$ cat config.mk
export PLATFORM = sky130hd
export DESIGN_NAME = btn_conditioner
export DESIGN_NICKNAME = d
export VERILOG_FILES = /design/src/rtl/btn_conditioner.sv
export SDC_FILE = /design/constraint.sdc
export NUM_CORES = 1
export LEC_CHECK = 0
export CAP_MARGIN = 15
export CORE_UTILIZATION = 57
export CTS_BUF_LIST = sky130_fd_sc_hd__clkbuf_16
export DETAILED_ROUTE_END_ITERATION = 8
export PLACE_DENSITY = 0.76
export SETUP_SLACK_MARGIN = 0.5
export SLEW_MARGIN = 10
export SYNTH_ARGS = -nofsm -noshare
export SYNTH_HDL_FRONTEND = slang
export SYNTH_SLANG_ARGS = --single-unit
$ cat constraint.sdc
create_clock -name clk_clk -period 1.8 [get_ports clk_clk]
set_input_delay 0.18 -clock clk_clk [delete_from_list [all_inputs] [get_ports clk_clk]]
set_output_delay 0.18 -clock clk_clk [all_outputs]
set_load 0.01 [all_outputs]
$ cat src/rtl/btn_conditioner.sv
// Alarm-clock key conditioner: synchronises, debounces and cleans up the four
// raw push-buttons before they reach the processor PIO inputs. The up and down
// keys also get hold-to-repeat, so polling software can step values quickly.
//
// Repeat FSM (one per up/down channel)
//   state      | meaning
//   -----------+----------------------------------------------------------
//   ST_IDLE    | key not pressed, or up and down both pressed; output 0
//   ST_HELD    | fresh press, waiting out the hold delay; output 1
//   ST_RPT_OFF | auto-repeat, low half-period; output 0
//   ST_RPT_ON  | auto-repeat, high half-period; output 1
module btn_conditioner #(
   parameter int unsigned DEBOUNCE_CYCLES = 1000000,
   parameter int unsigned HOLD_CYCLES     = 25000000,
   parameter int unsigned REPEAT_CYCLES   = 5000000,
   parameter bit          ACTIVE_LOW_IN   = 1'b1
) (
   input  logic clk_clk,
   input  logic reset_reset_n,
   input  logic key_set_clock,
   input  logic key_set_alarm,
   input  logic key_up,
   input  logic key_down,
   output logic btn_set_clock,
   output logic btn_set_alarm,
   output logic btn_up,
   output logic btn_down
);

   // Released raw level, so a key held through reset is seen as a new press.
   localparam logic [3:0] RAW_IDLE = ACTIVE_LOW_IN ? 4'hF : 4'h0;

   localparam int unsigned DW = $clog2(DEBOUNCE_CYCLES + 1);
   localparam logic [DW-1:0] DB_LAST = DW'(DEBOUNCE_CYCLES - 1);

   localparam int unsigned HALF = REPEAT_CYCLES / 2;
   localparam int unsigned TMAX = (HOLD_CYCLES > HALF) ? HOLD_CYCLES : HALF;
   localparam int unsigned TW   = $clog2(TMAX + 1);
   localparam logic [TW-1:0] HOLD_LAST = TW'(HOLD_CYCLES - 1);
   localparam logic [TW-1:0] HALF_LAST = TW'(HALF - 1);

   typedef enum logic [1:0] {
      ST_IDLE    = 2'd0,
      ST_HELD    = 2'd1,
      ST_RPT_OFF = 2'd2,
      ST_RPT_ON  = 2'd3
   } rpt_state_t;

   // Bit order everywhere: 0 set_clock, 1 set_alarm, 2 up, 3 down.
   logic [3:0] w_raw;
   logic [3:0] r_sync1;
   logic [3:0] r_sync2;
   logic [3:0] w_pressed_sync;
   logic [3:0] w_stable;
   logic [1:0] w_rpt_out;
   logic       w_both;

   assign w_raw = {key_down, key_up, key_set_alarm, key_set_clock};

   // Two-flop synchroniser for the asynchronous raw keys.
   always_ff @(posedge clk_clk or negedge reset_reset_n) begin
      if (!reset_reset_n) begin
         r_sync1 <= RAW_IDLE;
         r_sync2 <= RAW_IDLE;
      end else begin
         r_sync1 <= w_raw;
         r_sync2 <= r_sync1;
      end
   end

   assign w_pressed_sync = ACTIVE_LOW_IN ? ~r_sync2 : r_sync2;

   for (genvar g = 0; g < 4; g++) begin : g_db
      logic [DW-1:0] r_cnt;
      logic          r_stable;

      // Accept a new level only after it has been seen for DEBOUNCE_CYCLES in a row.
      always_ff @(posedge clk_clk or negedge reset_reset_n) begin
         if (!reset_reset_n) begin
            r_cnt    <= '0;
            r_stable <= 1'b0;
         end else if (w_pressed_sync[g] == r_stable) begin
            r_cnt <= '0;
         end else if (r_cnt == DB_LAST) begin
            r_cnt    <= '0;
            r_stable <= w_pressed_sync[g];
         end else begin
            r_cnt <= r_cnt + DW'(1);
         end
      end

      assign w_stable[g] = r_stable;
   end

   // Up and down together is ambiguous; neither repeats while both are held.
   assign w_both = w_stable[2] & w_stable[3];

   for (genvar j = 0; j < 2; j++) begin : g_rpt
      rpt_state_t    r_state;
      rpt_state_t    w_state_nxt;
      logic [TW-1:0] r_timer;
      logic [TW-1:0] w_timer_nxt;
      logic          r_out;
      logic          w_key;

      assign w_key = w_stable[2 + j];

      // State, timer and output register; output decoded from next state so it is a flop.
      always_ff @(posedge clk_clk or negedge reset_reset_n) begin
         if (!reset_reset_n) begin
            r_state <= ST_IDLE;
            r_timer <= '0;
            r_out   <= 1'b0;
         end else begin
            r_state <= w_state_nxt;
            r_timer <= w_timer_nxt;
            r_out   <= (w_state_nxt == ST_HELD) || (w_state_nxt == ST_RPT_ON);
         end
      end

      // Next-state: hold delay, then a square wave starting with the low half.
      always_comb begin
         w_state_nxt = r_state;
         w_timer_nxt = r_timer + TW'(1);
         if (!w_key || w_both) begin
            w_state_nxt = ST_IDLE;
            w_timer_nxt = '0;
         end else begin
            case (r_state)
               ST_IDLE: begin
                  w_state_nxt = ST_HELD;
                  w_timer_nxt = '0;
               end
               ST_HELD: begin
                  if (r_timer == HOLD_LAST) begin
                     w_state_nxt = ST_RPT_OFF;
                     w_timer_nxt = '0;
                  end
               end
               ST_RPT_OFF: begin
                  if (r_timer == HALF_LAST) begin
                     w_state_nxt = ST_RPT_ON;
                     w_timer_nxt = '0;
                  end
               end
               ST_RPT_ON: begin
                  if (r_timer == HALF_LAST) begin
                     w_state_nxt = ST_RPT_OFF;
                     w_timer_nxt = '0;
                  end
               end
               default: begin
                  w_state_nxt = ST_IDLE;
                  w_timer_nxt = '0;
               end
            endcase
         end
      end

      assign w_rpt_out[j] = r_out;
   end

   assign btn_set_clock = w_stable[0];
   assign btn_set_alarm = w_stable[1];
   assign btn_up        = w_rpt_out[0];
   assign btn_down      = w_rpt_out[1];

endmodule

Word level (Yosys, flattened, before mapping)
Cells that the tools add are included.
Operators by class
  muxes and demuxes: 26
  reduce and logical (&&, ||, !) cells: 14
  add/sub/neg operators: 6
  equal/unequal tests: 22
  bitwise logic cells: 6
Operator list (count)
  $mux W20: 8
  $mux W25: 6
  $pmux W25 S3: 2
  $add A20 B1 Y20 const B: 4
  $eq A20 B20 Y1 const B: 4
  $add A25 B1 Y25 const B: 2
  $eq A25 B22 Y1 const B: 2
  $eq A25 B25 Y1 const B: 2
  $mux W2: 8
  $pmux W2 S4: 2
  $eq A2 B2 Y1 const B: 6
  $eq A2 B1 Y1 const B: 4
  $reduce_and A2 Y1: 4
  $eq A1 B1 Y1: 4
  $logic_not A2 Y1: 2
  $logic_or A1 B1 Y1: 4
  $not A1 Y1: 4
  $not A4 Y4: 1
  $reduce_or A2 Y1: 2
  $logic_not A1 Y1: 2
  $and A1 B1 Y1: 1
Word-level totals
  output and inout port bits: 4
  register bits after elaboration: 148
  word-level logic and storage cells: 90
  input port bits: 6

Longest topological paths before layout
Gate-level depths: netlist of run 1.
  word-level depth: 6
  mapped depth: 9
  gate-level depth less buffers: 6

Worst setup path after synthesis of run 1
Ideal clock, no wire load.
  kind: register -> register
  start: reg g_db[0].r_cnt[0]
  end: reg g_db[0].r_cnt[11]
  buffers on the path: 3
  setup time: 71 ps
  required time: 1729 ps
  cell stages (with the launch flop): 10
  arrival: 1822 ps
  setup slack: -93 ps
  period minus slack after synthesis: 1893 ps
  cell sequence: dfrtp_1 -> ha_1 -> and4_1 -> buf_2 -> and3_1 -> and3_1 -> or2_1 -> buf_2 -> buf_6 -> nor2_1
On the way
  longest elaborated chain between the ends: 3
  elaborated cells between the ends (all ways): 4
  classes of those cells: add/sub: 1; eq/ne: 1; mux: 2
Ends and longest elaborated chain
  start, declared: RTL line 74  | logic [DW-1:0] r_cnt;
  start signal, assigned: RTL line 88  | r_cnt <= r_cnt + DW'(1);
  $add A20 B1 Y20 / $eq A20 B20 Y1 (equally long branches): RTL line 88, 84
  $mux W20 *: RTL line 84  | end else if (r_cnt == DB_LAST) begin
  $mux W20 *: RTL line 82  | end else if (w_pressed_sync[g] == r_stable) begin
Mark *: on every way between the ends. The rest lies on a longest branch, timed or not.
A chain may end at the register's enable or synchronous reset.

Worst setup path after layout of run 1
  start: reg g_rpt[0].r_timer[1]
  end: reg g_rpt[0].r_timer[1]
On the way
  longest elaborated chain between the ends: 4
  elaborated cells between the ends (all ways): 7
  classes of those cells: add/sub: 1; eq/ne: 2; mux: 4
Ends and longest elaborated chain
  start, declared: RTL line 101  | logic [TW-1:0] r_timer;
  start signal, assigned: RTL line 116  | r_timer <= w_timer_nxt;
  $add A25 B1 Y25, or another cell as far along: RTL line 124  | w_timer_nxt = r_timer + TW'(1);
  $mux W25 (on tied branches): RTL line 141, 147, 135
  $pmux W25 S3 *: RTL line 129  | case (r_state)
  $mux W25 *: RTL line 125  | if (!w_key || w_both) begin
  net g_rpt[0].w_timer_nxt[1]: RTL line 102  | logic [TW-1:0] w_timer_nxt;
The timed path passes the listed nets; every way through them passes the cells marked *.

==> reports/summary.txt, run 1 <==
Status: complete, but fails checks
Failing checks: negative setup slack
Crit-path slowest cell: dfrtp_1
Area post-placement: 0.00803 mm2
Worst-path clk slew: 60 ps
Critical Path RT: 2090 ps
First-pass GRT wire length: 29200 um
Worst Path Arrival: 2210 ps
Die Ht: 114 um
Final period util: 107%
Number of max-cap violations: 0
Post-Place Worst Slack: -9.31 ps
Final setup margin: -125 ps
Cells after synthesis: 713
Syn_nets: 725
Critical path endpoint category: flip-flop
#FFs+latches synth: 146
DRC viols: 0
Sink Count: 146
Library cells used by synthesis: 50
Initial core utilization: 59.0%
Root Buffer: clkbuf_16
Htree depth: 4
Pwr dens: 693 mW/mm2
Pin count of the biggest net entering global routing: 71
Slew margin rel.: 60.7%
GPL Wtd Cong: 0.862
Max Clock Freq: 519 MHz
CTS tree: built
Core Region: 0.0121 mm2
Top post-synthesis cells by area: dfrtp_1 (48%), xor2_1 (9.8%), nor2_1 (5.7%)
Antenna diode count: 0
Hold Crit Depth: 1
Synth warnings: 0
Critical path, cell by cell: ha_4 > and4_4 > buf_6 > nand4_1 > o31ai_1 > mux2_4 > buf_12 > nor3b_2
Levels on crit path: 8
CP delay by family, top: simple AND/OR/NAND/NOR gates
Final Net Count: 860
Total GRT Usage: 29.0%
Setup crit start kind: flip-flop
CTS Buffer Depth: 2
PortBufs: 9
# setup viols final: 63
Crit path max fanout: 8
Router iterations before antenna repair: 5
DR vias/cell: 6.01
Post-Syn Area: 0.00715 mm2
Final Max Tran Viols: 0
Register area share after synthesis: 51.2%
Setup TNS: -4730 ps
WS Path Type: reg -> reg
Vias in the first global route: 6063
RSZ-0062 raised after global routing: true
# fillers: 586
FP Rows: 40
Layout cells sized above 1: 43.6%
Mean post-synth cell area: 10.0 um2
Area Growth Syn to Fin: 42.0%
Total number of vias: 6189
Worst Skew: 5.81 ps
Worst-margin pin slew: 589 ps
Clk_lat worst skew: 430 ps
Wire per inst: 19.8 um
Die area: 0.0130 mm2
Drt total wl: 20300 um
Min-Delay Path Class: in -> reg
Width of the die: 114 um
Gr ovfl total: 0
# IOs: 10
Number of DRC markers in iteration 0: 516
Worst reg2reg path depth: 8
Leading area contributor after synthesis: dfrtp_1
Max stage delay on crit path: 400 ps
Hold Vio Cnt, Final: 0
Tmin final: 1930 ps
Initial antenna violation count: 0
Maximum vdd drop: 822 uV
Pleak: 4.21 nW
Share of the synthesized area in the top cell type: 48.3%
Buf+Inv Stages, Crit Path: 2
Num CTS Buffers: 17
Design area: 0.0102 mm2
ANT nets after route: 0
DP HPWL: 9530 um
-- synthesized netlist by cell type (all sizes together) --
master,number
nand2b,1
nor4bb,2
nor4,10
inv,15
and4b,1
nor2,128
o21ai,3
buf,12
xnor2,42
nor3,49
nand3,64
and4,7
a41oi,1
or3,5
ha,6
nor3b,3
or2,5
dfrtp,138
a31o,1
a21oi,2
and2,3
or4,3
dfstp,8
nand4b,4
o31ai,1
xor2,80
nor4b,3
or4b,1
nand4,30
a211oi,1
nand2,56
mux2,2
and3,18
clkbuf,3
o21bai,1
a311oi,1
mux2i,2
a31oi,1
-- per-stage QoR --
stage | power (mW) | hold WS [ps] | std cells | util [%]
final | 7.03 | 153 | 1029 | 83.8
after global routing | 7.23 | 149 | 1029 | 83.8
after detailed placement | 3.58 | 100 | 923 | 66.3
after floorplan | 3.48 | -116 | 713 | -
after CTS | 7.02 | 149 | 1008 | 78.9
after global placement | 3.57 | 98.8 | 923 | 66.3
-- where the power goes --
group	total, mW	switching, mW	internal (mW)	leakage, nW
sequential	3.36	0.0351	3.32	1.98
clock	3.36	1.36	2.00	0.278
combinational	0.320	0.195	0.125	1.95
total	7.03	1.59	5.44	4.21
-- cells by family after synthesis --
family | after synthesis | share of synthesized area [%]
DFF | 146 | 51.2
AOI/OAI and AO/OA | 12 | 1.36
muxes | 4 | 0.595
and+or+nand+nor | 393 | 28.7
adders and majority gates | 6 | 1.05
xor gates and xnor gates | 122 | 14.9
buffers and inverters | 30 | 2.12
-- cells in the final DEF (no fill, tap or decap), types with 8 or more instances in the layout --
cell         n
nand3_1     56
nor2_1      35
xor2_1      75
nor3_1       9
nor3_2      17
buf_4       94
and3_1      12
nor2_4      36
nor3_4      23
xnor2_1     40
clkbuf_16   17
dfrtp_1    124
dfstp_2      8
inv_1       18
nor2_2      57
dfrtp_2     14
nand4_1     29
buf_6        9
nand2_1     50
-- sequential cells by signal (all words and copies together) (netlist names) --
name           count
g_db.r_cnt        80
g_rpt.r_state      4
btn_set_alarm      1
r_sync2            4
r_sync1            4
g_db.r_stable      2
btn_set_clock      1
g_rpt.r_timer     50
-- what timing repair did --
item | 4_1_cts | 5_1_grt
buffers inserted | 39 | 21
setup endpoints to repair | 139 | 138
endpoints found under the hold margin | 33 | 0
hold buffers | 1 | 0
gates cloned | 13 | 0
pin swaps | 26 | 40
resized for setup | 126 | 107
-- metal layers --
layer / global-route usage, % / vias to the layer above / wire, um
met3: 6.43 / 80 / 867
met1: 36.8 / 3176 / 8110
met5: 0 / - / 0
met4: 11.9 / 0 / 809
met2: 48.1 / 211 / 10500
li1: - / 2722 / -
-- final timing paths --
check	slack, ps	start	endpoint
worst max-delay path	-130	g_rpt[0].r_timer[1]	g_rpt[0].r_timer[1]
worst min-delay path	150	key_set_clock	r_sync1[0]
worst max register to register	-130	g_rpt[0].r_timer[1]	g_rpt[0].r_timer[1]
worst min register to register	350	r_sync1[0]	r_sync2[0]
max in group asynchronous	840	reset_reset_n	g_db[1].r_cnt[8]
min in group asynchronous	210	reset_reset_n	g_db[0].r_cnt[12]
-- area by class of cell --
| cell class | count | area (um2) | share of cell area (%) |
|---|---|---|---|
| flip-flops and latches | 146 | 3680 | 36.2 |
| inverters | 15 | 56.3 | 0.554 |
| well taps | 168 | 210 | 2.07 |
| repair buffers | 122 | 1120 | 11.0 |
| multi-input cells | 546 | 4540 | 44.7 |
| clock inverters | 15 | 129 | 1.27 |
| clock buffers | 17 | 425 | 4.19 |
Power figures use the tool's default switching activity.
==> inputs of run 2 (changes only) <==
--- a/config.mk
+++ b/config.mk
@@ -9,7 +9,7 @@
 export CORE_UTILIZATION = 57
 export CTS_BUF_LIST = sky130_fd_sc_hd__clkbuf_16
 export DETAILED_ROUTE_END_ITERATION = 8
-export PLACE_DENSITY = 0.76
+export PLACE_DENSITY = 0.82
 export SETUP_SLACK_MARGIN = 0.5
 export SLEW_MARGIN = 10
 export SYNTH_ARGS = -nofsm -noshare
==> reports/summary.txt, run 2 (synthesis results as in run 1) <==
Hold Crit Endpoint: r_sync1[1]
Critical path endpoint category: flip-flop
Design area: 0.0106 mm2
Layout cells sized above 1: 48.6%
# IOs: 10
Die area: 0.0130 mm2
Critical Path RT: 2120 ps
Total GRT Usage: 32.3%
Max Clock Freq: 503 MHz
Core Region: 0.0121 mm2
Commonest non-fill, non-tap cell in the layout: dfrtp_1
CTS Buffer Depth: 2
DP HPWL: 9590 um
DR top layer: met4
Setup crit start kind: flip-flop
Pleak: 4.27 nW
Wire per inst: 24.1 um
CTS tree: built
Crit path max fanout: 7
Clk_lat worst skew: 440 ps
Sink Count: 146
DRC viols: 0
Area post-placement: 0.00806 mm2
Num CTS Buffers: 17
Met2 wire length: 12500 um
# setup viols final: 67
Final Max Tran Viols: 0
RSZ-0062 raised after global routing: true
Antenna diode count: 0
Worst reg2reg path endpoint: g_rpt[1].r_timer[15]
Number of DRC markers in iteration 0: 724
Hold Crit Depth: 1
Total number of vias: 6840
Failing checks: negative setup slack
First-pass GRT wire length: 32200 um
Vias in the first global route: 6506
Htree depth: 4
Worst Path Arrival: 2310 ps
Initial core utilization: 59.0%
Met1 Routed Length: 9130 um
Worst-path clk slew: 60 ps
Post-Place Worst Slack: -73.0 ps
Drt total wl: 25300 um
Hold Vio Cnt, Final: 0
Multi-input logic area: 0.00472 mm2
PortBufs: 9
Sequential cell area: 0.00368 mm2
Worst Skew: 14.6 ps
Number of max-cap violations: 0
Status: complete, but fails checks
Power after layout: 7.59 mW
WS Path Type: reg -> reg
DR vias/cell: 6.51
ANT nets after route: 0
Final non-filler cell total: 1050
Slew margin rel.: 59.6%
Tmin final: 1990 ps
Worst reg2reg path depth: 6
Post-placement cell count: 924
FP Rows: 40
Maximum vdd drop: 823 uV
Worst-margin pin slew: 605 ps
Reg2Reg Setup Slack: -190 ps
Root Buffer: clkbuf_16
Biggest register: g_db.r_cnt
Met3 routed WL: 2140 um
Max reg flops: 80
Final Net Count: 881
Final setup margin: -189 ps
Final period util: 110%
Commonest non-fill, non-tap cells in the layout: dfrtp_1 (121), buf_4 (107), xor2_1 (72)
Gr ovfl total: 0
Area Growth Syn to Fin: 48.3%
Width of the die: 114 um
Router iterations before antenna repair: 5
Die Ht: 114 um
Initial antenna violation count: 0
Largest registers: g_db.r_cnt (80), g_rpt.r_timer (50)
Pin count of the biggest net entering global routing: 49
Pwr dens: 716 mW/mm2
Min-Delay Path Class: in -> reg
Hold Startpoint: key_set_alarm
GPL Wtd Cong: 0.864
Setup TNS: -7030 ps
R2r startpoint: g_rpt[1].r_timer[22]
# fillers: 453
run 2: cell count changes in the layout (fill, tap and decap cells not counted), moves of 7 or more:
cell,delta
nor3_4,-10
buf_6,+7
nor2_4,+12
nor3_2,+10
nor2_2,-7
buf_4,+13
run 2: power by group:
group / total [mW] / leakage (nW) / internal (mW) / switching [mW]
clock network: 3.86 / 0.306 / 2.33 / 1.53
logic: 0.371 / 1.99 / 0.151 / 0.220
registers: 3.36 / 1.98 / 3.32 / 0.0403
total: 7.59 / 4.27 / 5.80 / 1.79
run 2: through the flow:
step | hold slack [ps] | util (%)
after CTS | 140 | 80.9
final | 148 | 87.6
after detailed placement | 146 | 66.5
after global routing | 149 | 87.6
after global placement | 137 | 66.5
after floorplan | -116 | -
run 2: worst max path at each step:
| stage | from | endpoint | slack, ps | cells after the start |
|---|---|---|---|---|
| 2_1_floorplan | g_rpt[1].r_timer[19] | g_rpt[1].r_timer[13] | 30 | 6 |
| 3_3_place_gp | g_rpt[1].r_timer[22] | g_rpt[1].r_timer[4] | 40 | 6 |
| 3_5_place_dp | g_rpt[0].r_timer[24] | g_rpt[0].r_timer[2] | -70 | 6 |
| 4_1_cts | g_rpt[1].r_timer[22] | g_rpt[1].r_timer[5] | -10 | 6 |
| 5_1_grt | g_rpt[1].r_timer[20] | g_rpt[1].r_timer[10] | -310 | 6 |
| 6_report | g_rpt[1].r_timer[22] | g_rpt[1].r_timer[15] | -190 | 6 |
run 2: what timing repair did:
action                                  CTS  global route
endpoints found under the setup margin  139           138
setup buffers                            56            24
gates resized for setup                 139           133
endpoints found under the hold margin    41             0
cloned                                   10             3
pin swaps                                41            44
hold buffers                              1             0
run 2: per-layer routing:
metal | vias to the layer above | track usage, %
met1 | 3397 | 38.8
li1 | 2756 | -
met2 | 522 | 54.3
met5 | - | 0
met4 | 0 | 17.7
met3 | 165 | 7.07
run 2: layout make-up:
class | instances | share of cell area (%)
clock buffers | 17 | 4.01
repair buffers | 143 | 12.3
clock inverters | 15 | 1.91
flip-flops and latches | 146 | 34.7
well taps | 168 | 1.98
inverters | 15 | 0.531
multi-input cells | 546 | 44.5
run 2: critical path, stage by stage, from the launching register on:
cell	delay (ps)
dfrtp_1	380
or4b_4	550
nor3_4	240
a31oi_4	160
o21bai_4	280
clkbuf_16	220
nor2_2	40
